==> src/rtl/hough_pkg.sv <==
// Shared definitions for the Hough transform result path.
// Holds the packet sync byte, the number of forwarded line slots,
// the packer state encoding and the per-line record type.
package hough_pkg;

    localparam int         HOUGH_MAX_LINES = 4;
    localparam logic [7:0] HOUGH_SYNC_BYTE = 8'hA5;

    typedef enum logic [2:0] {
        ST_IDLE,
        ST_HDR,
        ST_CNT,
        ST_LINE,
        ST_CSUM,
        ST_FIN
    } pack_state_t;

    typedef struct packed {
        logic [7:0] rho;
        logic [7:0] theta;
        logic [7:0] votes;
    } line_rec_t;

    // Pick one byte of a line record: 0 = rho, 1 = theta, 2 = votes.
    function automatic logic [7:0] rec_field(input line_rec_t rec, input logic [1:0] idx);
        case (idx)
            2'd0:    return rec.rho;
            2'd1:    return rec.theta;
            default: return rec.votes;
        endcase
    endfunction

endpackage

==> src/rtl/hough_result_packer.sv <==
// Hough result packer: snapshots the Hough core's results on its done
// pulse and streams them as a framed byte packet on a valid/ready link:
//   SYNC, n, {rho, theta, votes} x n, [checksum]
// Optional checksum byte is enabled with `define HOUGH_PKT_CHECKSUM_EN
// (modulo-256 sum of every byte after SYNC).
module hough_result_packer
    import hough_pkg::*;
#(
    parameter int         MAX_LINES = HOUGH_MAX_LINES,
    parameter logic [7:0] SYNC_BYTE = HOUGH_SYNC_BYTE
) (
    input  logic       clk,
    input  logic       reset_n,
    input  logic       done,
    input  logic [7:0] num_lines,
    input  logic [7:0] line_rho_0,
    input  logic [7:0] line_rho_1,
    input  logic [7:0] line_rho_2,
    input  logic [7:0] line_rho_3,
    input  logic [7:0] line_theta_0,
    input  logic [7:0] line_theta_1,
    input  logic [7:0] line_theta_2,
    input  logic [7:0] line_theta_3,
    input  logic [7:0] line_votes_0,
    input  logic [7:0] line_votes_1,
    input  logic [7:0] line_votes_2,
    input  logic [7:0] line_votes_3,
    output logic [7:0] tx_data,
    output logic       tx_valid,
    input  logic       tx_ready,
    output logic       busy,
    output logic       pkt_done,
    output logic       overrun
);

    localparam logic [7:0] MAX_N = 8'(MAX_LINES);

    pack_state_t state;
    line_rec_t   snap [4];
    line_rec_t   in_rec [4];
    logic [7:0]  line_cnt;
    logic [1:0]  field_idx;
    logic [1:0]  line_idx;
    logic        capture;
    logic        xfer;
    logic        last_line;
    logic [7:0]  tail_data;

    assign in_rec[0] = '{rho: line_rho_0, theta: line_theta_0, votes: line_votes_0};
    assign in_rec[1] = '{rho: line_rho_1, theta: line_theta_1, votes: line_votes_1};
    assign in_rec[2] = '{rho: line_rho_2, theta: line_theta_2, votes: line_votes_2};
    assign in_rec[3] = '{rho: line_rho_3, theta: line_theta_3, votes: line_votes_3};

    // FIN already reports not-busy, so a done there starts the next packet.
    assign capture   = done && ((state == ST_IDLE) || (state == ST_FIN));
    assign xfer      = tx_valid && tx_ready;
    assign last_line = ({6'd0, line_idx} == (line_cnt - 8'd1));

`ifdef HOUGH_PKT_CHECKSUM_EN
    // After the last count/line byte the packet continues with the checksum.
    localparam pack_state_t TAIL_STATE = ST_CSUM;
    localparam logic        TAIL_VALID = 1'b1;
    localparam logic        TAIL_DONE  = 1'b0;

    logic [7:0] csum_acc;

    // The byte being accepted right now is folded in on the fly.
    assign tail_data = csum_acc + tx_data;

    // Running sum of every byte accepted after SYNC; cleared on capture.
    always_ff @(posedge clk or negedge reset_n) begin
        if (!reset_n) begin
            csum_acc <= 8'd0;
        end else if (capture) begin
            csum_acc <= 8'd0;
        end else if (xfer && (state != ST_HDR)) begin
            csum_acc <= csum_acc + tx_data;
        end
    end
`else
    // After the last count/line byte the packet is complete.
    localparam pack_state_t TAIL_STATE = ST_FIN;
    localparam logic        TAIL_VALID = 1'b0;
    localparam logic        TAIL_DONE  = 1'b1;

    assign tail_data = tx_data;
`endif

    // Snapshot of count and line slots, taken only when a packet starts.
    always_ff @(posedge clk or negedge reset_n) begin
        if (!reset_n) begin
            line_cnt <= 8'd0;
            // NOTE: this small array lives in flops, not RAM, so it can be reset; the zero state is observable.
            for (int i = 0; i < 4; i++) begin
                snap[i] <= '0;
            end
        end else if (capture) begin
            line_cnt <= (num_lines > MAX_N) ? MAX_N : num_lines;
            for (int i = 0; i < 4; i++) begin
                snap[i] <= in_rec[i];
            end
        end
    end

    // Packet sequencer with registered stream and status outputs.
    always_ff @(posedge clk or negedge reset_n) begin
        if (!reset_n) begin
            state     <= ST_IDLE;
            tx_data   <= 8'd0;
            tx_valid  <= 1'b0;
            busy      <= 1'b0;
            pkt_done  <= 1'b0;
            overrun   <= 1'b0;
            field_idx <= 2'd0;
            line_idx  <= 2'd0;
        end else begin
            // NOTE: all state here uses non-blocking assignments so every branch sees pre-edge values.
            pkt_done <= 1'b0;
            overrun  <= done && !capture;

            case (state)
                ST_IDLE, ST_FIN: begin
                    state    <= ST_IDLE;
                    tx_valid <= 1'b0;
                    busy     <= 1'b0;
                    if (capture) begin
                        state     <= ST_HDR;
                        tx_data   <= SYNC_BYTE;
                        tx_valid  <= 1'b1;
                        busy      <= 1'b1;
                        field_idx <= 2'd0;
                        line_idx  <= 2'd0;
                    end
                end

                ST_HDR: begin
                    if (xfer) begin
                        state   <= ST_CNT;
                        tx_data <= line_cnt;
                    end
                end

                ST_CNT: begin
                    if (xfer) begin
                        if (line_cnt != 8'd0) begin
                            state   <= ST_LINE;
                            tx_data <= snap[0].rho;
                        end else begin
                            state    <= TAIL_STATE;
                            tx_data  <= tail_data;
                            tx_valid <= TAIL_VALID;
                            busy     <= TAIL_VALID;
                            pkt_done <= TAIL_DONE;
                        end
                    end
                end

                ST_LINE: begin
                    if (xfer) begin
                        if (field_idx != 2'd2) begin
                            field_idx <= field_idx + 2'd1;
                            tx_data   <= rec_field(snap[line_idx], field_idx + 2'd1);
                        end else if (!last_line) begin
                            field_idx <= 2'd0;
                            line_idx  <= line_idx + 2'd1;
                            tx_data   <= snap[line_idx + 2'd1].rho;
                        end else begin
                            state    <= TAIL_STATE;
                            tx_data  <= tail_data;
                            tx_valid <= TAIL_VALID;
                            busy     <= TAIL_VALID;
                            pkt_done <= TAIL_DONE;
                        end
                    end
                end

`ifdef HOUGH_PKT_CHECKSUM_EN
                ST_CSUM: begin
                    if (xfer) begin
                        state    <= ST_FIN;
                        tx_valid <= 1'b0;
                        busy     <= 1'b0;
                        pkt_done <= 1'b1;
                    end
                end
`endif

                default: begin
                    state    <= ST_IDLE;
                    tx_valid <= 1'b0;
                    busy     <= 1'b0;
                end
            endcase
        end
    end

endmodule
==> config.mk <==
export PLATFORM = sky130hd
export DESIGN_NAME = hough_result_packer
export DESIGN_NICKNAME = d
export VERILOG_FILES = /design/src/rtl/hough_pkg.sv /design/src/rtl/hough_result_packer.sv
export SDC_FILE = /design/constraint.sdc
export NUM_CORES = 1
export LEC_CHECK = 0
export ABC_AREA = 1
export CORE_ASPECT_RATIO = 1.2
export CORE_UTILIZATION = 53
export CTS_CLUSTER_SIZE = 10
export DETAILED_ROUTE_END_ITERATION = 8
export GPL_TIMING_DRIVEN = 1
export PLACE_DENSITY_LB_ADDON = 0.05
export SYNTH_ARGS = -nofsm -noshare
export SYNTH_HDL_FRONTEND = slang
export SYNTH_SLANG_ARGS = --single-unit
==> constraint.sdc <==
create_clock -name clk -period 2 [get_ports clk]
set_input_delay 0.3 -clock clk [delete_from_list [all_inputs] [get_ports clk]]
set_output_delay 0.3 -clock clk [all_outputs]
set_load 0.05 [all_outputs]
Word level (Yosys, flattened, before mapping)
Index checks and enable logic that the tools add are counted.

Bits of input ports: 108. Logic and storage cells: 108. Bits in registers: 122. Output and inout bits: 12.

Reduce and logical (&&, ||, !) cells: 16. Magnitude comparators: 3. Equal/unequal tests: 17. $add $sub $neg: 3. Bitwise operators: 3. Muxes and demuxes: 46.

Operator list (count): 24-bit binary-select mux with 2-bit select (2); 24-bit two-way mux (4); 8-bit two-way mux (8); 8-bit case mux with 4 select lines (1); 2-bit != test, second input constant (10); 3-bit two-way mux (6); 8-bit case mux with 2 select lines (1); 2-bit two-way mux (7); 1-bit two-way mux (12); 3-bit case mux with 4 select lines (1); 5-bit AND reduction (2); 2-bit by 8-bit equality test with 1-bit output (1); 8-bit by 3-bit > comparator with 1-bit output, second input constant (1); 2-bit case mux with 2 select lines (2); 8-bit nonzero test (1); 8-bit by 1-bit subtractor with 8-bit output, second input constant (1); 7-bit AND reduction (1); 3-bit by 2-bit equality test with 1-bit output, second input constant (2); 3-bit >= comparator, second input constant (2); 2-bit NOT with 3-bit output (2); 6-bit AND reduction (1); 2-bit by 1-bit adder with 2-bit output, second input constant (2); 1-bit case mux with 4 select lines (1); 4-bit AND reduction (1); other kinds (14) (16).

Logic depth before layout (Yosys ltp)
Depth in word-level cells: 9. Mapped depth: 14. Depth with buffers taken out: 12.

Worst setup path before layout
OpenSTA, ideal clock, no wires.

Kind: flip-flop to flip-flop. Start point: register line_cnt[0]. End point: register tx_data[0]. Setup slack: 0.341 ns. Arrival: 1.542 ns. Period minus slack after synthesis: 1.659 ns. Data required time: 1.882 ns. Cell stages (with the launch flop): 11. Setup time: 0.118 ns. Buffers on the path: 0. Cell sequence: dfrtp_1 inv_1 ha_1 xor2_1 nand2_1 nor2_1 nand4_1 nand2_2 inv_2 nand2_1 nand2_1.

Longest elaborated chain between the ends: 4. Elaborated cells between the ends (all ways): 8. Classes of those cells: 1 x add/sub; 3 x eq/ne; 2 x mux; 2 x reduce/logical.

Ends and longest elaborated chain: start: declaration (RTL line hough_result_packer.sv:41) `logic [7:0] line_cnt;`; start signal: assignment (RTL line hough_result_packer.sv:98) `line_cnt <= (num_lines > MAX_N) ? MAX_N : num_lines;`; 8-bit by 1-bit subtractor with 8-bit output (RTL line hough_result_packer.sv:57) `assign last_line = ({6'd0, line_idx} == (line_cnt - 8'd1));`; 2-bit by 8-bit equality test with 1-bit output (RTL line hough_result_packer.sv:57); 3-bit != test (no line); 7-bit AND reduction (no line); end signal: assignment (RTL line hough_result_packer.sv:139) `tx_data <= line_cnt;`; end signal: assignment (RTL line hough_result_packer.sv:147) `tx_data <= snap[0].rho;`; end signal: assignment (RTL line hough_result_packer.sv:150) `tx_data <= tail_data;`; end: declaration (RTL line hough_result_packer.sv:28) `output logic [7:0] tx_data,`.

Parallel ways exist; a longest one is shown, timed or not. The select of a mux whose other input is x is not followed. A chain may end at the register's enable or synchronous reset.

Worst setup path after layout
Start point: register busy. End point: output port busy.

RTL lines: start: declaration (RTL line hough_result_packer.sv:31) `output logic busy,`; start signal: assignment (RTL line hough_result_packer.sv:111) `busy <= 1'b0;`; start signal: assignment (RTL line hough_result_packer.sv:125) `busy <= 1'b0;`; start signal: assignment (RTL line hough_result_packer.sv:130) `busy <= 1'b1;`.

No word-level cell between the ends.

==> flow_summary.toml <==
[synth]
yosys_warnings = 0
synth-xor-area-share_pct = 0.135
synth_fa_ha_area_share_pct = 1.35
yosysTopAreaCell = "dfrtp_1"
synth_compound_area_share_pct = 9.86
syn-num-nets = 1028
synthMuxAreaShare_pct = 0
synthesis.area_um2 = 6480
synth.area.top_cells = "dfrtp_1 47%, nand2_1 24%, inv_1 5.7%, o21ai_0 5.4%, nand3_1 5.1%"
synth-seq-cells = 122
avgSynthCellArea_um2 = 7.10
synth_top_family_by_area = "simple AND/OR/NAND/NOR gates"
synth_top_area_share_pct = 47.1
synth-simple-area-share_pct = 31.9
syn_inst = 913
synth.distinct_cells = 29
ys_seq_area_share_pct = 47.1

[worst_setup_path]
critPathRequiredTime_ns = 1.70
ff2ff_setup_slack_ns = 0.15
max_stage_delay_ns = 0.82
path_max_fanout = 4
criticalPathCategory = "register to output pin"
start_kind = "register"
rr_endpoint = "tx_data[3]"
r2r_cells = 10
cp_cell_sequence = "clkdlybuf4s50_1"
critPathSlowestCell = "clkdlybuf4s50_1"
worstReg2RegStart = "line_cnt[1]"
critPathBufInv = 1
cp.arrival_ns = 1.61
cp-end-kind = "output pin"
critPathTopFamily = "buffers and inverters"

[power]
peakVddDrop_mv = 0.744
p_leak_nw = 4.26
power_mw = 13.0
power_density_nw_per_um2 = 1540

[sta]
fin_tns_setup_ns = 0
setup-violations-final = 0
finalCriticalPeriod_ns = 1.91
hold_viol = 0
rsz0062_at_grt = "no"
finalCritPeriodShare_pct = 95.4
clock_skew_ns = 0.0118
slew_viol_final = 0
fmax_mhz = 524
max_slew_margin_pct = 65.5
worst_pin_slew_ns = 0.518

[finish]
num-nets-final = 1141
area.sequential_um2 = 3050
layout_common_cells = "408 x nand2_1, 122 x dfrtp_1, 118 x clkdlybuf4s50_1"
final_common_cell = "nand2_1"
drive_gt1_share_pct = 6.45
multiInputGateArea_um2 = 2810
antennaDiodeCount = 0
syn2layout_area_growth_pct = 30.6
nFillCells = 1036

[detailed_routing]
routed_wl_um = 16800
drtPass1Iterations = 5
num_vias = 6126
drc = 0
drtIter0Drc = 380
ant_nets = 0
wl_per_cell_um = 14.1
viasPerCell = 5.12

[floorplan]
dieHeight_um = 123
row_count = 43
dieArea_um2 = 12700
start_util_pct = 55.3
die_w_um = 103
core-area_um2 = 11700
num_io_pins = 120

[grt]
grt_max_degree = 75
grt-ovfl-total = 0
antenna_found_initial = 0
grt_pass1_vias = 5790
track_usage_pct = 28.9
grt_pass1_wl_um = 27900

[hold_path]
hp-class = "primary input to asynchronous set/reset pin"

[clock_network]
cts_tree = "done"
cts_buffer_depth = 2
cts_buffers = 17
root_buffer = "clkbuf_16"
path_clk_slew_ns = 0.06
cts_max_level = 4
cts_sinks = 122
insertion_delay_ns = 0.41

[placement]
gp_congestion = 0.905
place.port_buffers = 119
dp_hpwl_um = 11700

[outcome]
status = "completed"

[run]
maxCapViolCount = 0
==> what timing repair did <==
item                                    CTS  global route
hold buffers                              1             0
hold endpoints to repair                 36             0
endpoints found under the setup margin    0             9
setup buffers                             0             0
gates resized for setup                   0             3
==> flip-flops by register name, summed over array words and instances, names as in the netlist <==
| signal | cells |
|---|---|
| line_cnt | 8 |
| line_idx | 2 |
| snap | 96 |
| tx_data | 8 |
| overrun | 1 |
| state | 3 |
| pkt_done | 1 |
| busy | 1 |
| field_idx | 2 |
==> through the flow <==
stage	instances	hold WS, ns	util [%]	setup WS, ns	instance area, um2
after floorplan	913	0.00441	-	0.341	6480
after global placement	1163	0.309	67.1	0.205	7870
after detailed placement	1163	0.312	67.1	0.141	7870
after CTS	1196	0.407	72.1	0.0619	8460
after global routing	1196	0.428	72.2	0.00371	8460
final	1196	0.406	72.2	0.0914	8460
==> kinds of logic (layout without fill, tap and decap cells) <==
group                    Yosys count  after routing
AND/OR/NAND/NOR                  511            511
buffers and inverters            150            276
AO/OA/AOI/OAI                    122            122
flip-flops                       122            122
adder cells (fa/ha/maj)            7              7
XOR/XNOR                           1              1
==> metal layers <==
metal	global-route usage, %	routed length (um)	vias up
li1	-	-	3054
met1	39.5	7580	2820
met2	45.1	7880	212
met3	4.75	889	40
met4	13.4	461	0
met5	0	0	-
==> power by group <==
part	leakage (nW)	internal, mW	switching, mW	total, mW
clock	0.276	1.86	1.11	2.97
sequential	1.53	3.56	0.517	4.08
combinational	2.46	2.06	3.89	5.95
==> Yosys cell counts (all sizes together) <==
cell	instances
dfrtp	122
o21ai	94
clkbuf	17
o21a	2
nor3	4
nand2	412
nand4	4
nand3	67
xor2	1
clkinv	1
a21boi	1
a21oi	15
buf	27
inv	105
a22oi	1
a31oi	1
ha	7
nor2	24
o22ai	8
==> worst max path at each step <==
| stage | slack [ns] | cells past startpoint | startpoint | to |
|---|---|---|---|---|
| 2_1_floorplan | 0.34 | 10 | line_cnt[0] | tx_data[0] |
| 3_3_place_gp | 0.21 | 10 | line_cnt[0] | tx_data[5] |
| 3_5_place_dp | 0.14 | 10 | line_cnt[0] | tx_data[0] |
| 4_1_cts | 0.06 | 10 | line_cnt[0] | tx_data[5] |
| 5_1_grt | 0.004 | 11 | line_cnt[1] | tx_data[3] |
| 6_report | 0.09 | 1 | busy | busy |
==> layout make-up <==
type	instances	share of cell area (%)
Clock inverter	12	1.48
Timing Repair Buffer	138	16.9
Tap cell	157	2.32
Inverter	106	4.73
Clock buffer	20	5.28
Sequential cell	122	36.1
Multi-Input combinational cell	641	33.2
No activity file was read; power rests on OpenSTA's default activity.
